[src/rtl/bus_arbiter.sv]
// bus_arbiter: round-robin arbiter handing one external memory-mapped bus
// to one of two masters at a time, one beat per grant, with a slave-ready
// handshake and a wait-state timeout that completes the transfer with error.
module bus_arbiter #(
    parameter int TIMEOUT = 15
) (
    input  logic        clk,
    input  logic        rst,
    input  logic        m0_req,
    input  logic        m0_wr_rd,
    input  logic [31:0] m0_addr,
    input  logic [31:0] m0_wdata,
    output logic        m0_ack,
    output logic        m0_err,
    output logic [31:0] m0_rdata,
    input  logic        m1_req,
    input  logic        m1_wr_rd,
    input  logic [31:0] m1_addr,
    input  logic [31:0] m1_wdata,
    output logic        m1_ack,
    output logic        m1_err,
    output logic [31:0] m1_rdata,
    output logic        bus_cs,
    output logic        bus_wr_rd,
    output logic [31:0] bus_addr,
    output logic [31:0] bus_wdata,
    input  logic [31:0] bus_rdata,
    input  logic        bus_rdy
);

    localparam logic [1:0] ST_IDLE   = 2'd0;
    localparam logic [1:0] ST_ACCESS = 2'd1;
    localparam logic [1:0] ST_DONE   = 2'd2;

    // Counter value seen in the last ACCESS cycle before the timeout fires.
    localparam logic [7:0] WAIT_LAST = 8'(TIMEOUT - 1);

    logic [1:0]  state;
    logic        favour;     // 0: master 0 wins a tie, 1: master 1 wins
    logic        owner;      // master that holds the current transfer
    logic [7:0]  wait_cnt;

    logic        grant_m1;
    logic        xfer_end;
    logic        xfer_err;
    logic [31:0] end_rdata;

    // Arbitration and end-of-access decode; ready beats a coincident timeout.
    always_comb begin
        grant_m1  = m1_req && (!m0_req || favour);
        xfer_end  = bus_rdy || (wait_cnt == WAIT_LAST);
        xfer_err  = !bus_rdy;
        end_rdata = bus_rdy ? bus_rdata : 32'h0;
    end

    // Transfer sequencer: grant in IDLE, drive the bus in ACCESS, acknowledge in DONE.
    always_ff @(posedge clk) begin
        if (rst) begin
            state     <= ST_IDLE;
            favour    <= 1'b0;
            owner     <= 1'b0;
            wait_cnt  <= 8'h0;
            m0_ack    <= 1'b0;
            m0_err    <= 1'b0;
            m0_rdata  <= 32'h0;
            m1_ack    <= 1'b0;
            m1_err    <= 1'b0;
            m1_rdata  <= 32'h0;
            bus_cs    <= 1'b0;
            bus_wr_rd <= 1'b0;
            bus_addr  <= 32'h0;
            bus_wdata <= 32'h0;
        end else begin
            m0_ack <= 1'b0;
            m1_ack <= 1'b0;
            case (state)
                ST_IDLE: begin
                    if (m0_req || m1_req) begin
                        owner     <= grant_m1;
                        favour    <= !grant_m1;
                        wait_cnt  <= 8'h0;
                        bus_cs    <= 1'b1;
                        bus_wr_rd <= grant_m1 ? m1_wr_rd : m0_wr_rd;
                        bus_addr  <= grant_m1 ? m1_addr  : m0_addr;
                        bus_wdata <= grant_m1 ? m1_wdata : m0_wdata;
                        state     <= ST_ACCESS;
                    end
                end
                ST_ACCESS: begin
                    if (xfer_end) begin
                        if (owner) begin
                            m1_ack <= 1'b1;
                            m1_err <= xfer_err;
                            if (!bus_wr_rd) m1_rdata <= end_rdata;
                        end else begin
                            m0_ack <= 1'b1;
                            m0_err <= xfer_err;
                            if (!bus_wr_rd) m0_rdata <= end_rdata;
                        end
                        bus_cs    <= 1'b0;
                        bus_wr_rd <= 1'b0;
                        bus_addr  <= 32'h0;
                        bus_wdata <= 32'h0;
                        state     <= ST_DONE;
                    end else begin
                        wait_cnt <= wait_cnt + 8'h1;
                    end
                end
                ST_DONE: begin
                    state <= ST_IDLE;
                end
                default: begin
                    state <= ST_IDLE;
                end
            endcase
        end
    end

endmodule

[config.mk]
export PLATFORM = sky130hd
export DESIGN_NAME = bus_arbiter
export DESIGN_NICKNAME = d
export VERILOG_FILES = /design/src/rtl/bus_arbiter.sv
export SDC_FILE = /design/constraint.sdc
export NUM_CORES = 1
export LEC_CHECK = 0
export BUFFER_PORTS_ARGS = -buffer_cell sky130_fd_sc_hd__buf_2
export CAP_MARGIN = 20
export CORE_MARGIN = 2
export CORE_UTILIZATION = 30
export CTS_BUF_LIST = sky130_fd_sc_hd__clkbuf_2
export CTS_CLUSTER_DIAMETER = 100
export CTS_CLUSTER_SIZE = 24
export DETAILED_ROUTE_END_ITERATION = 10
export PLACE_DENSITY = 0.68
export SYNTH_ARGS = -nofsm -noshare
export SYNTH_HDL_FRONTEND = slang
export SYNTH_SLANG_ARGS = --single-unit
[constraint.sdc]
create_clock -name clk -period 1.92 [get_ports clk]
set_clock_uncertainty 0.05 [all_clocks]
set_input_delay 0.576 -clock clk [delete_from_list [all_inputs] [get_ports clk]]
set_output_delay 0.576 -clock clk [all_outputs]
set_load 0.005 [all_outputs]
; After elaboration in Yosys (flattened, before gate mapping)
; Index checks and enable logic that the tools add are counted.
[classes]
order_cmp = 0
n_bitwise = 4
n_reduce_logical = 18
n_addsub = 1
div_mod_pow = 0
n_eq_ne = 5
muxes = 22
shifts = 0
multipliers = 0
[ops]
columns = cell, n
row1 = 32-bit 2-to-1 mux, 6
row2 = 32-bit one-hot mux with 2 select lines, 2
row3 = 8-bit 2-to-1 mux, 2
row4 = 8-bit one-hot mux with 2 select lines, 1
row5 = 3-bit AND reduction, 4
row6 = "8-bit by 1-bit adder with 8-bit output, second input constant", 1
row7 = "8-bit by 4-bit equality test with 1-bit output, second input constant", 1
row8 = 4-bit AND reduction, 2
row9 = 1-bit 2-to-1 mux, 6
row10 = "2-bit inequality test, second input constant", 3
row11 = 2-bit 2-to-1 mux, 2
row12 = 1-bit inverter, 4
row13 = 1-bit one-hot mux with 2 select lines, 2
row14 = 2-bit one-hot mux with 2 select lines, 1
row15 = 2-bit AND reduction, 2
row16 = 1-bit zero test, 3
row17 = 1-bit logical OR, 3
row18 = 3-bit OR reduction, 1
row19 = "2-bit by 1-bit equality test with 1-bit output, second input constant", 1
row20 = 2-bit zero test, 1
row21 = 2-bit nonzero test, 1
row22 = 1-bit logical AND, 1
[totals]
latch_bits = 0
inputBits = 167
elab_cells = 64
ff_bits = 146
mem_bits_rw = 0
romBits = 0
n_memories = 0
out_inout_bits = 134

; Depth between registers and ports, before layout
; Gate-level depths: netlist of the first run.
[depth]
word_depth = 6
ltp_mapped = 8

; Worst setup path before layout of the first run
; Ideal clock, no wire load.
[synth_timing]
path_kind = register to register
startpoint = reg wait_cnt[0]
endpoint = reg m1_rdata[0]
path_stages_with_launch = 9
slack_ns = 0.055
synth_period_minus_slack_ns = 1.865
n_path_buf = 2
t_arrival_ns = 1.744
path_cell_list = dfxtp_1 > inv_1 > ha_1 > and4b_1 > a21oi_1 > or3_1 > clkbuf_1 > buf_2 > mux2i_1
[synth_between]
elab_chain_cells = 3
[synth_rtl]
columns = item, line
row1 = "start, declared", 41  ; logic [7:0] wait_cnt;
row2 = "start signal, assigned", 106  ; wait_cnt <= wait_cnt + 8'h1;
row3 = 8-bit by 4-bit equality test with 1-bit output, 51  ; xfer_end = bus_rdy || (wait_cnt == WAIT_LAST);
row4 = 1-bit logical OR, 51
row5 = 4-bit AND reduction (no line), -
row6 = "end signal, assigned", 94  ; if (!bus_wr_rd) m1_rdata <= end_rdata;
row7 = "end, declared", 22  ; output logic [31:0] m1_rdata,
; Every way passes these cells.
; A chain may end at the register's enable or synchronous reset.

; Worst setup path after layout of the first run
[layout_timing]
startpoint = reg wait_cnt[0]
endpoint = reg m1_rdata[26]
; Same word-level chain as after synthesis.

==> results of run 1 <==
[registers in the layout, indices dropped and copies added, names as in the netlist, 2 cells and up]
register and cells:
bus_addr 32, bus_wdata 32, m0_rdata 32, m1_rdata 32
state 2, wait_cnt 8
[worst max-delay path, cell delays in order, from the launching register on]
cell	delay (ns)
dfxtp_2	0.37
inv_2	0.05
ha_1	0.14
and4b_2	0.26
a21oi_4	0.07
buf_6	0.13
or3_4	0.46
clkbuf_16	0.20
mux2i_1	0.16
[layer usage]
layer	track usage (%)	wire, um	share of wire [%]
met1	22.6	10000	44
met2	29.3	11100	48
met3	4.74	1610	7.0
met4	5.37	335	1.5
met5	0	0	0
[area by class of cell]
cell class	count	area (um2)	area share, %
inverters	3	11.3	0.109
repair buffers	377	2800	27.1
well taps	319	399	3.86
clock buffers	18	90.1	0.872
diodes	2	5.00	0.0485
multi-input cells	555	3800	36.8
clock inverters	14	144	1.39
flip-flops and latches	146	3080	29.8
[through the flow]
stage               cells  util, %  power [mW]  hold slack [ns]
global route         1434     44.4        7.02           0.0114
finish               1434     44.4        6.63            0.116
floorplan             795        -        4.02            0.414
global placement     1367     39.1        4.63            0.400
detailed placement   1367     39.1        4.64            0.411
CTS                  1420     42.3        6.61         0.000110
[how the worst max path moves through the flow]
stage / from / to / slack [ns]
after floorplan: wait_cnt[0] / m1_rdata[0] / 0.05
after global placement: wait_cnt[0] / m0_rdata[17] / -0.12
after detailed placement: wait_cnt[0] / m0_rdata[12] / -0.15
after CTS: wait_cnt[0] / m1_rdata[9] / -0.07
after global routing: wait_cnt[0] / m1_rdata[26] / -0.12
final: wait_cnt[0] / m1_rdata[26] / -0.03
[kinds of logic (layout without fill, tap and decap cells)]
| group | count (synthesis) | count (layout) |
|---|---|---|
| compound gates | 282 | 282 |
| fa+ha+maj | 2 | 2 |
| buf+inv | 94 | 412 |
| flops | 146 | 146 |
| mux | 67 | 67 |
| other cells | 0 | 2 |
| simple gates | 204 | 204 |
[cell usage in the layout, fill, tap and decap left out, types with 2 or more instances in the layout]
master and count:
and2_1 2, nand3_1 9, o21ai_0 68, clkinv_2 2
ha_1 2, dlygate4sd3_1 15, mux2i_1 67, o211ai_1 66
diode_2 2, a31oi_1 3, buf_4 49, nor3_1 3
a21boi_0 65, o32ai_1 2, or3_1 2, buf_12 10
clkbuf_2 18, nand2_1 4, clkinvlp_4 2, buf_2 223
buf_6 76, a21oi_1 71, dfxtp_1 25, inv_6 5
and3_1 66, inv_8 4, nor4_1 2, inv_1 2
nand3b_1 32, nor2_1 5, buf_16 3, nand4_1 3
dfxtp_2 120, nand2b_1 67
[repair_timing]
item | 4_1_cts | 5_1_grt
hold endpoints to repair | 25 | 0
gates resized for setup | 112 | 96
gates cloned | 2 | 1
buffers inserted | 5 | 11
hold buffers | 15 | 0
endpoints found under the setup margin | 148 | 233
pin swaps | 1 | 12
[power groups by stage]
stage          clock network (mW)  registers [mW]  logic [mW]
6_report                     1.82            3.32        1.49
5_1_grt                      2.04            3.34        1.64
4_1_cts                      1.92            3.30        1.40
3_5_place_dp                    0            3.33        1.31
3_3_place_gp                    0            3.33        1.30
2_1_floorplan                   0            3.34       0.679
==> flow_metrics.env, run 1 <==
export IMPL_grt_max_degree=74
export IMPL_worstPathMaxFanout=8
export IMPL_cts_tree="done"
export IMPL_tightest_slew_ns=0.455
export IMPL_yosysWarnings=0
export IMPL_final_area_mm2=0.0103
export IMPL_clkLatencyLatePin_ns=0.68
export IMPL_final_nets=1269
export IMPL_post_synth_top_area_cell="dfxtp_1"
export IMPL_wl_per_cell_um=16.1
export IMPL_min_delay_path_depth=3
export IMPL_synthArstFlopShare_pct=0
export IMPL_vias=7088
export IMPL_netlist_area_mm2=0.00706
export IMPL_die_y_um=157
export IMPL_vdd_drop_max_mv=0.381
export IMPL_power_leakage_nw=4.85
export IMPL_track_usage_pct=17.7
export IMPL_clockBufferDepth=2
export IMPL_initial_core_util_pct=30.4
export IMPL_fin_crit_ns=1.95
export IMPL_port_buffers=300
export IMPL_overflow=0
export IMPL_period_share_pct=101
export IMPL_drive_above_1_share_pct=47.4
export IMPL_yosysTopAreaCellShare_pct=41.4
export IMPL_die_w_um=157
export IMPL_yosys_top_cells_count="dfxtp_1, clkbuf_1, a21oi_1"
export IMPL_p_int_mw=4.50
export IMPL_synth_xor_area_share_pct=0
export IMPL_r2r_start="wait_cnt[0]"
export IMPL_ys_flop_type="dfxtp_1"
export IMPL_outcome="finished, violations left"
export IMPL_synth_simple_gate_area_share_pct=18.2
export IMPL_arrival_ns=2.52
export IMPL_final_antenna_net_count=0
export IMPL_yosysMostFrequentCell="dfxtp_1"
export IMPL_ys_types=35
export IMPL_gp_congestion=0.801
export IMPL_dp_hpwl_um=14900
export IMPL_clock_sink_count=146
export IMPL_synth_compound_area_share_pct=25.0
export IMPL_timing_final_max_slew_violations=0
export IMPL_synth_fp_nets=964
export IMPL_slew_headroom_pct=69.7
export IMPL_worstHoldStart="bus_rdata[30]"
export IMPL_fmax_mhz=514
export IMPL_yosysSeqAreaShare_pct=41.4
export IMPL_seqPwrFrac_pct=50.1
export IMPL_syn_mean_instance_area_um2=8.89
export IMPL_antenna_found_initial=2
export IMPL_vias_per_cell=4.94
export IMPL_powerDensity_mw_per_mm2=642
export IMPL_critPathCaptureType="register"
export IMPL_swShare_pct=32.1
export IMPL_worstReg2RegEnd="m1_rdata[26]"
export IMPL_clkPwrFrac_pct=27.4
export IMPL_rr_worst_depth=8
export IMPL_cts_made_buffers=17
export IMPL_path_clk_slew_ns=0.24
export IMPL_post_dp_cell_area_mm2=0.00910
export IMPL_combPwrFrac_pct=22.5
export IMPL_synth_fa_ha_area_share_pct=0.354
export IMPL_layout_setup_ws_ns=-0.0268
export IMPL_startpoint_type="register"
export IMPL_setup_viol=13
export IMPL_worstHoldPathType="input pin to register"
export IMPL_cts_root_buf="clkbuf_2"
export IMPL_ys_ff_latch=146
export IMPL_place_ws_ns=-0.149
export IMPL_crit_required_ns=2.49
export IMPL_grt_pass1_wl_um=34900
export IMPL_drtIter0Drc=415
export IMPL_cap_violations=0
export IMPL_p_switching_mw=2.13
export IMPL_setup_tns_final_ns=-0.135
export IMPL_drtPass1Iterations=5
export IMPL_failed_checks="negative setup slack"
export IMPL_ys_top_cells_by_area="dfxtp_1, mux2i_1, o211ai_1, a21boi_0, nand2b_1"
export IMPL_fillerInstances=2289
export IMPL_synth_enable_flop_cells=0
export IMPL_grt_pass1_vias=6716
export IMPL_cts_max_level=4
export IMPL_critPathKind="register to register"
export IMPL_syn_to_final_growth_pct=46.2
export IMPL_num_rows=56
export IMPL_num_io_pins=301
export IMPL_fp_dieArea_mm2=0.0248
export IMPL_syn_inst=795
export IMPL_routed_wl_um=23000
export IMPL_rrSetupSlack_ns=-0.03
export IMPL_hold_viol=0
export IMPL_synth_top_family_by_area="compound AO/OA/AOI/OAI gates"
export IMPL_drcViolationCount=0
export IMPL_coreArea_mm2=0.0233
export IMPL_rsz0062_at_grt="yes"
export IMPL_whs_endpoint="m1_rdata[30]"
export IMPL_synthMuxAreaShare_pct=9.49
(Power assumes the default switching activity.)
==> run 2, diff against run 1 <==
--- a/config.mk
+++ b/config.mk
@@ -9,7 +9,7 @@
 export CAP_MARGIN = 20
 export CORE_MARGIN = 2
 export CORE_UTILIZATION = 30
-export CTS_BUF_LIST = sky130_fd_sc_hd__clkbuf_2
+export CTS_BUF_LIST = sky130_fd_sc_hd__clkbuf_8
 export CTS_CLUSTER_DIAMETER = 100
 export CTS_CLUSTER_SIZE = 24
 export DETAILED_ROUTE_END_ITERATION = 10
==> flow_metrics.env, run 2 (synthesis gave the netlist of run 1 again) <==
export IMPL_r2r_start="wait_cnt[0]"
export IMPL_layout_setup_ws_ns=0.0111
export IMPL_rsz0062_at_grt="yes"
export IMPL_fin_crit_ns=1.91
export IMPL_outcome="complete, no violations"
export IMPL_dp_hpwl_um=14900
export IMPL_syn_to_final_growth_pct=36.2
export IMPL_path_clk_slew_ns=0.10
export IMPL_power_leakage_nw=4.65
export IMPL_tightest_slew_ns=0.460
export IMPL_place_ws_ns=-0.149
export IMPL_holdBufCountCts=0
export IMPL_min_delay_path_depth=3
export IMPL_layout_commonest_cell="buf_2"
export IMPL_setup_tns_final_ns=0
export IMPL_rr_worst_depth=8
export IMPL_vias_per_cell=4.93
export IMPL_cp_cell_sequence="inv_2 -> ha_4 -> and4b_2 -> a21oi_4 -> buf_6 -> or3_4 -> clkbuf_16 -> mux2i_1"
export IMPL_cap_violations=0
export IMPL_grt_pass1_vias=6587
export IMPL_slew_headroom_pct=69.3
export IMPL_critPathCaptureType="register"
export IMPL_initial_core_util_pct=30.4
export IMPL_grt_max_degree=74
export IMPL_cts_tree="done"
export IMPL_arrival_ns=2.19
export IMPL_setup_viol=0
export IMPL_gp_congestion=0.801
export IMPL_cts_made_buffers=17
export IMPL_overflow=0
export IMPL_num_rows=56
export IMPL_vdd_drop_max_mv=0.287
export IMPL_cp_top_family="simple AND/OR/NAND/NOR gates"
export IMPL_wl_per_cell_um=15.9
export IMPL_drcViolationCount=0
export IMPL_final_antenna_net_count=0
export IMPL_max_stage_delay_ns=0.47
export IMPL_clock_sink_count=146
export IMPL_crit_buf_inv=3
export IMPL_startpoint_type="register"
export IMPL_worstHoldStart="bus_rdata[10]"
export IMPL_final_area_mm2=0.00962
export IMPL_crit_required_ns=2.20
export IMPL_antenna_found_initial=1
export IMPL_track_usage_pct=17.6
export IMPL_timing_final_max_slew_violations=0
export IMPL_postCtsSetupBuffers=0
export IMPL_fmax_mhz=524
export IMPL_worstPathMaxFanout=8
export IMPL_cts_root_buf="clkbuf_8"
export IMPL_powerDensity_mw_per_mm2=730
export IMPL_final_nets=1240
export IMPL_die_w_um=157
export IMPL_slowest_stage="or3_4"
export IMPL_crit_start="wait_cnt[0]"
export IMPL_grt_pass1_wl_um=34500
export IMPL_drtPass1Iterations=4
export IMPL_drive_above_1_share_pct=36.3
export IMPL_critPathKind="register to register"
export IMPL_num_io_pins=301
export IMPL_port_buffers=300
export IMPL_post_dp_cell_area_mm2=0.00910
export IMPL_clkLatencyLatePin_ns=0.44
export IMPL_hold_viol=0
export IMPL_die_y_um=157
export IMPL_most_common_layout_cells="buf_2, dfxtp_1, a21oi_1, o21ai_0"
export IMPL_vias=6919
export IMPL_cts_max_level=4
export IMPL_p_total_mw=7.02
export IMPL_fp_dieArea_mm2=0.0248
export IMPL_crit_cells=8
export IMPL_clockBufferDepth=2
export IMPL_coreArea_mm2=0.0233
export IMPL_drtIter0Drc=378
export IMPL_worstHoldPathType="input pin to register"
export IMPL_period_share_pct=99.4
export IMPL_routed_wl_um=22300
-- run 2: timing repair --
action	4_1_cts	5_1_grt
endpoints found under the setup margin	65	37
pin swaps	2	3
gates resized for setup	11	2
gates cloned	3	1
-- run 2: final timing paths --
kind	slack [ns]	endpoint
setup / recovery	0.01	m1_rdata[29]
hold reg to reg	0.42	m0_err
setup reg to reg	0.01	m1_rdata[29]
hold / removal	0.37	m0_rdata[10]
-- run 2: layer usage --
layer  vias up  share of wire (%)  wire (um)  global-route usage (%)
met5         -                  0          0                       0
met4         0                1.3        290                    4.59
li1       3433                  -          -                       -
met2       253                 46      10300                    28.8
met3        21                6.8       1510                    4.71
met1      3212                 46      10200                    22.9
-- run 2: metrics by stage --
stage | util [%] | cells | hold WS, ns
6_report | 41.4 | 1404 | 0.370
2_1_floorplan | - | 795 | 0.414
3_5_place_dp | 39.1 | 1367 | 0.411
4_1_cts | 41.2 | 1402 | 0.332
5_1_grt | 41.4 | 1404 | 0.348
3_3_place_gp | 39.1 | 1367 | 0.400
-- run 2: area by class of cell --
class / instances / area (um2)
Sequential cell: 146 / 2930
Clock inverter: 15 / 148
Timing Repair Buffer: 348 / 2090
Inverter: 3 / 11.3
Fill cell: 2383 / 13600
Tap cell: 319 / 399
Multi-Input combinational cell: 555 / 3810
Antenna cell: 1 / 2.50
Clock buffer: 17 / 234
-- run 2: power breakdown --
group          leakage (nW)  switching, mW  total (mW)  internal (mW)
clock network         0.197           1.35        2.42           1.07
registers              1.19         0.0803        3.26           3.18
logic                  3.27          0.721        1.34          0.619
total                  4.65           2.15        7.02           4.87
-- run 2: worst register-to-register path, delay by kind of cell, from the launching register on --
kind | cells | cell delay [ns]
buffers and inverters | 3 | 0.41
adder cells (fa/ha/maj) | 1 | 0.12
multiplexers | 1 | 0.11
AND/OR/NAND/NOR | 2 | 0.72
AO/OA/AOI/OAI | 1 | 0.07
flip-flops | 1 | 0.33
==> run 3, diff against run 2 <==
==> constraint.sdc (replaced) <==
create_clock -name clk -period 1.92 [get_ports clk]
set_clock_uncertainty 0.05 [all_clocks]
set_input_delay 0.288 -clock clk [delete_from_list [all_inputs] [get_ports clk]]
set_output_delay 0.288 -clock clk [all_outputs]
set_load 0.005 [all_outputs]
==> flow_metrics.env, run 3 (synthesis gave the netlist of run 1 again) <==
export IMPL_power_leakage_nw=4.61
export IMPL_vias=6862
export IMPL_rsz0062_at_grt="yes"
export IMPL_clkLatencyLatePin_ns=0.44
export IMPL_tightest_slew_ns=0.598
export IMPL_routed_wl_um=22700
export IMPL_coreArea_mm2=0.0233
export IMPL_worstReg2RegEnd="m1_rdata[6]"
export IMPL_setup_tns_final_ns=0
export IMPL_fp_dieArea_mm2=0.0248
export IMPL_startpoint_type="register"
export IMPL_period_share_pct=98.0
export IMPL_cts_made_buffers=17
export IMPL_dp_hpwl_um=14900
export IMPL_p_total_mw=6.95
export IMPL_slew_headroom_pct=60.0
export IMPL_most_common_layout_cells="buf_2, dfxtp_1, a21oi_1, o21ai_0"
export IMPL_rrSetupSlack_ns=0.04
export IMPL_worstHoldPathType="input pin to register"
export IMPL_layout_commonest_cell="buf_2"
export IMPL_final_nets=1228
export IMPL_setup_viol=0
export IMPL_grt_max_degree=76
export IMPL_final_antenna_net_count=0
export IMPL_die_w_um=157
export IMPL_r2r_start="wait_cnt[0]"
export IMPL_post_dp_cell_area_mm2=0.00898
export IMPL_vdd_drop_max_mv=0.332
export IMPL_gp_congestion=0.777
export IMPL_drtIter0Drc=323
export IMPL_antenna_found_initial=4
export IMPL_vias_per_cell=4.92
export IMPL_arrival_ns=2.15
export IMPL_grt_pass1_wl_um=34700
export IMPL_holdBufCountCts=0
export IMPL_register_area_mm2=0.00293
export IMPL_powerDensity_mw_per_mm2=727
export IMPL_multi_input_area_mm2=0.00381
export IMPL_drcViolationCount=0
export IMPL_rr_worst_depth=8
export IMPL_fin_crit_ns=1.88
export IMPL_drive_above_1_share_pct=35.6
export IMPL_clock_sink_count=146
export IMPL_die_y_um=157
export IMPL_overflow=0
export IMPL_cts_root_buf="clkbuf_8"
export IMPL_final_area_mm2=0.00956
export IMPL_grt_pass1_vias=6601
export IMPL_cts_tree="done"
export IMPL_crit_start="wait_cnt[0]"
export IMPL_wl_per_cell_um=16.3
export IMPL_timing_final_max_slew_violations=0
export IMPL_cap_violations=0
export IMPL_syn_to_final_growth_pct=35.4
export IMPL_initial_core_util_pct=30.4
export IMPL_fillerInstances=2387
export IMPL_port_buffers=300
export IMPL_critPathKind="register to register"
export IMPL_fmax_mhz=531
export IMPL_clockBufferDepth=2
export IMPL_critPathCaptureType="register"
export IMPL_hold_viol=0
export IMPL_path_clk_slew_ns=0.10
export IMPL_drtPass1Iterations=4
export IMPL_num_rows=56
export IMPL_crit_required_ns=2.19
export IMPL_track_usage_pct=17.6
export IMPL_cp_endpoint="m1_rdata[6]"
export IMPL_holdWs_ns=0.0807
export IMPL_cts_max_level=4
export IMPL_outcome="complete, no violations"
export IMPL_worstPathMaxFanout=8
export IMPL_num_io_pins=301
## run 3: how the worst min path moves through the flow
stage / from / endpoint / slack, ns / cells after the start
after floorplan: m0_err / m0_err / 0.41 / 1
after global placement: m0_err / m0_err / 0.40 / 1
after detailed placement: m0_err / m0_err / 0.41 / 1
after CTS: bus_rdata[14] / m1_rdata[14] / 0.05 / 3
after global routing: bus_rdata[23] / m0_rdata[23] / 0.05 / 3
final: bus_rdata[14] / m1_rdata[14] / 0.08 / 3
## run 3: final cells by class
type	count	share of cell area, %
sequential	146	30.6
clock inverter	15	1.54
inverter	3	0.118
multi-input combinational	555	39.8
clock buffer	17	2.45
tap	319	4.17
timing repair buffer	336	21.2
antenna	3	0.0785
## run 3: power by group
| group | total [mW] | internal (mW) | leakage, nW | switching [mW] |
|---|---|---|---|---|
| registers | 3.27 | 3.18 | 1.19 | 0.0854 |
| logic | 1.30 | 0.593 | 3.22 | 0.710 |
| clock network | 2.38 | 0.959 | 0.196 | 1.42 |
| total | 6.95 | 4.73 | 4.61 | 2.22 |
## run 3: worst max-delay path, cell delays in order (launching register included)
cell	delay [ns]
dfxtp_2	0.34
inv_2	0.07
ha_4	0.12
and4b_2	0.25
a21oi_4	0.08
buf_6	0.13
or3_4	0.41
clkbuf_16	0.21
mux2i_1	0.11
## run 3: per-stage QoR
| step | setup slack [ns] | utilization [%] | cells |
|---|---|---|---|
| 2_1_floorplan | 0.0547 | - | 795 |
| 3_3_place_gp | -0.129 | 38.6 | 1352 |
| 3_5_place_dp | -0.185 | 38.6 | 1352 |
| 4_1_cts | 0.00622 | 40.6 | 1386 |
| 5_1_grt | -0.0233 | 41.1 | 1392 |
| 6_report | 0.0384 | 41.1 | 1394 |
## run 3: timing repair
action                     CTS  global route
setup endpoints to repair  109            80
gates resized for setup     12             3
cloned                       2             3
pin swaps                    2             3
buffers inserted             0             2
## run 3: metal layers
metal  up-vias  track usage, %  part of all wire (%)
met5         -               0                 0.057
met4         2            3.94                  0.80
met3        13            5.73                   7.5
met2       233            30.1                    47
met1      3179            21.4                    45
li1       3435               -                     -
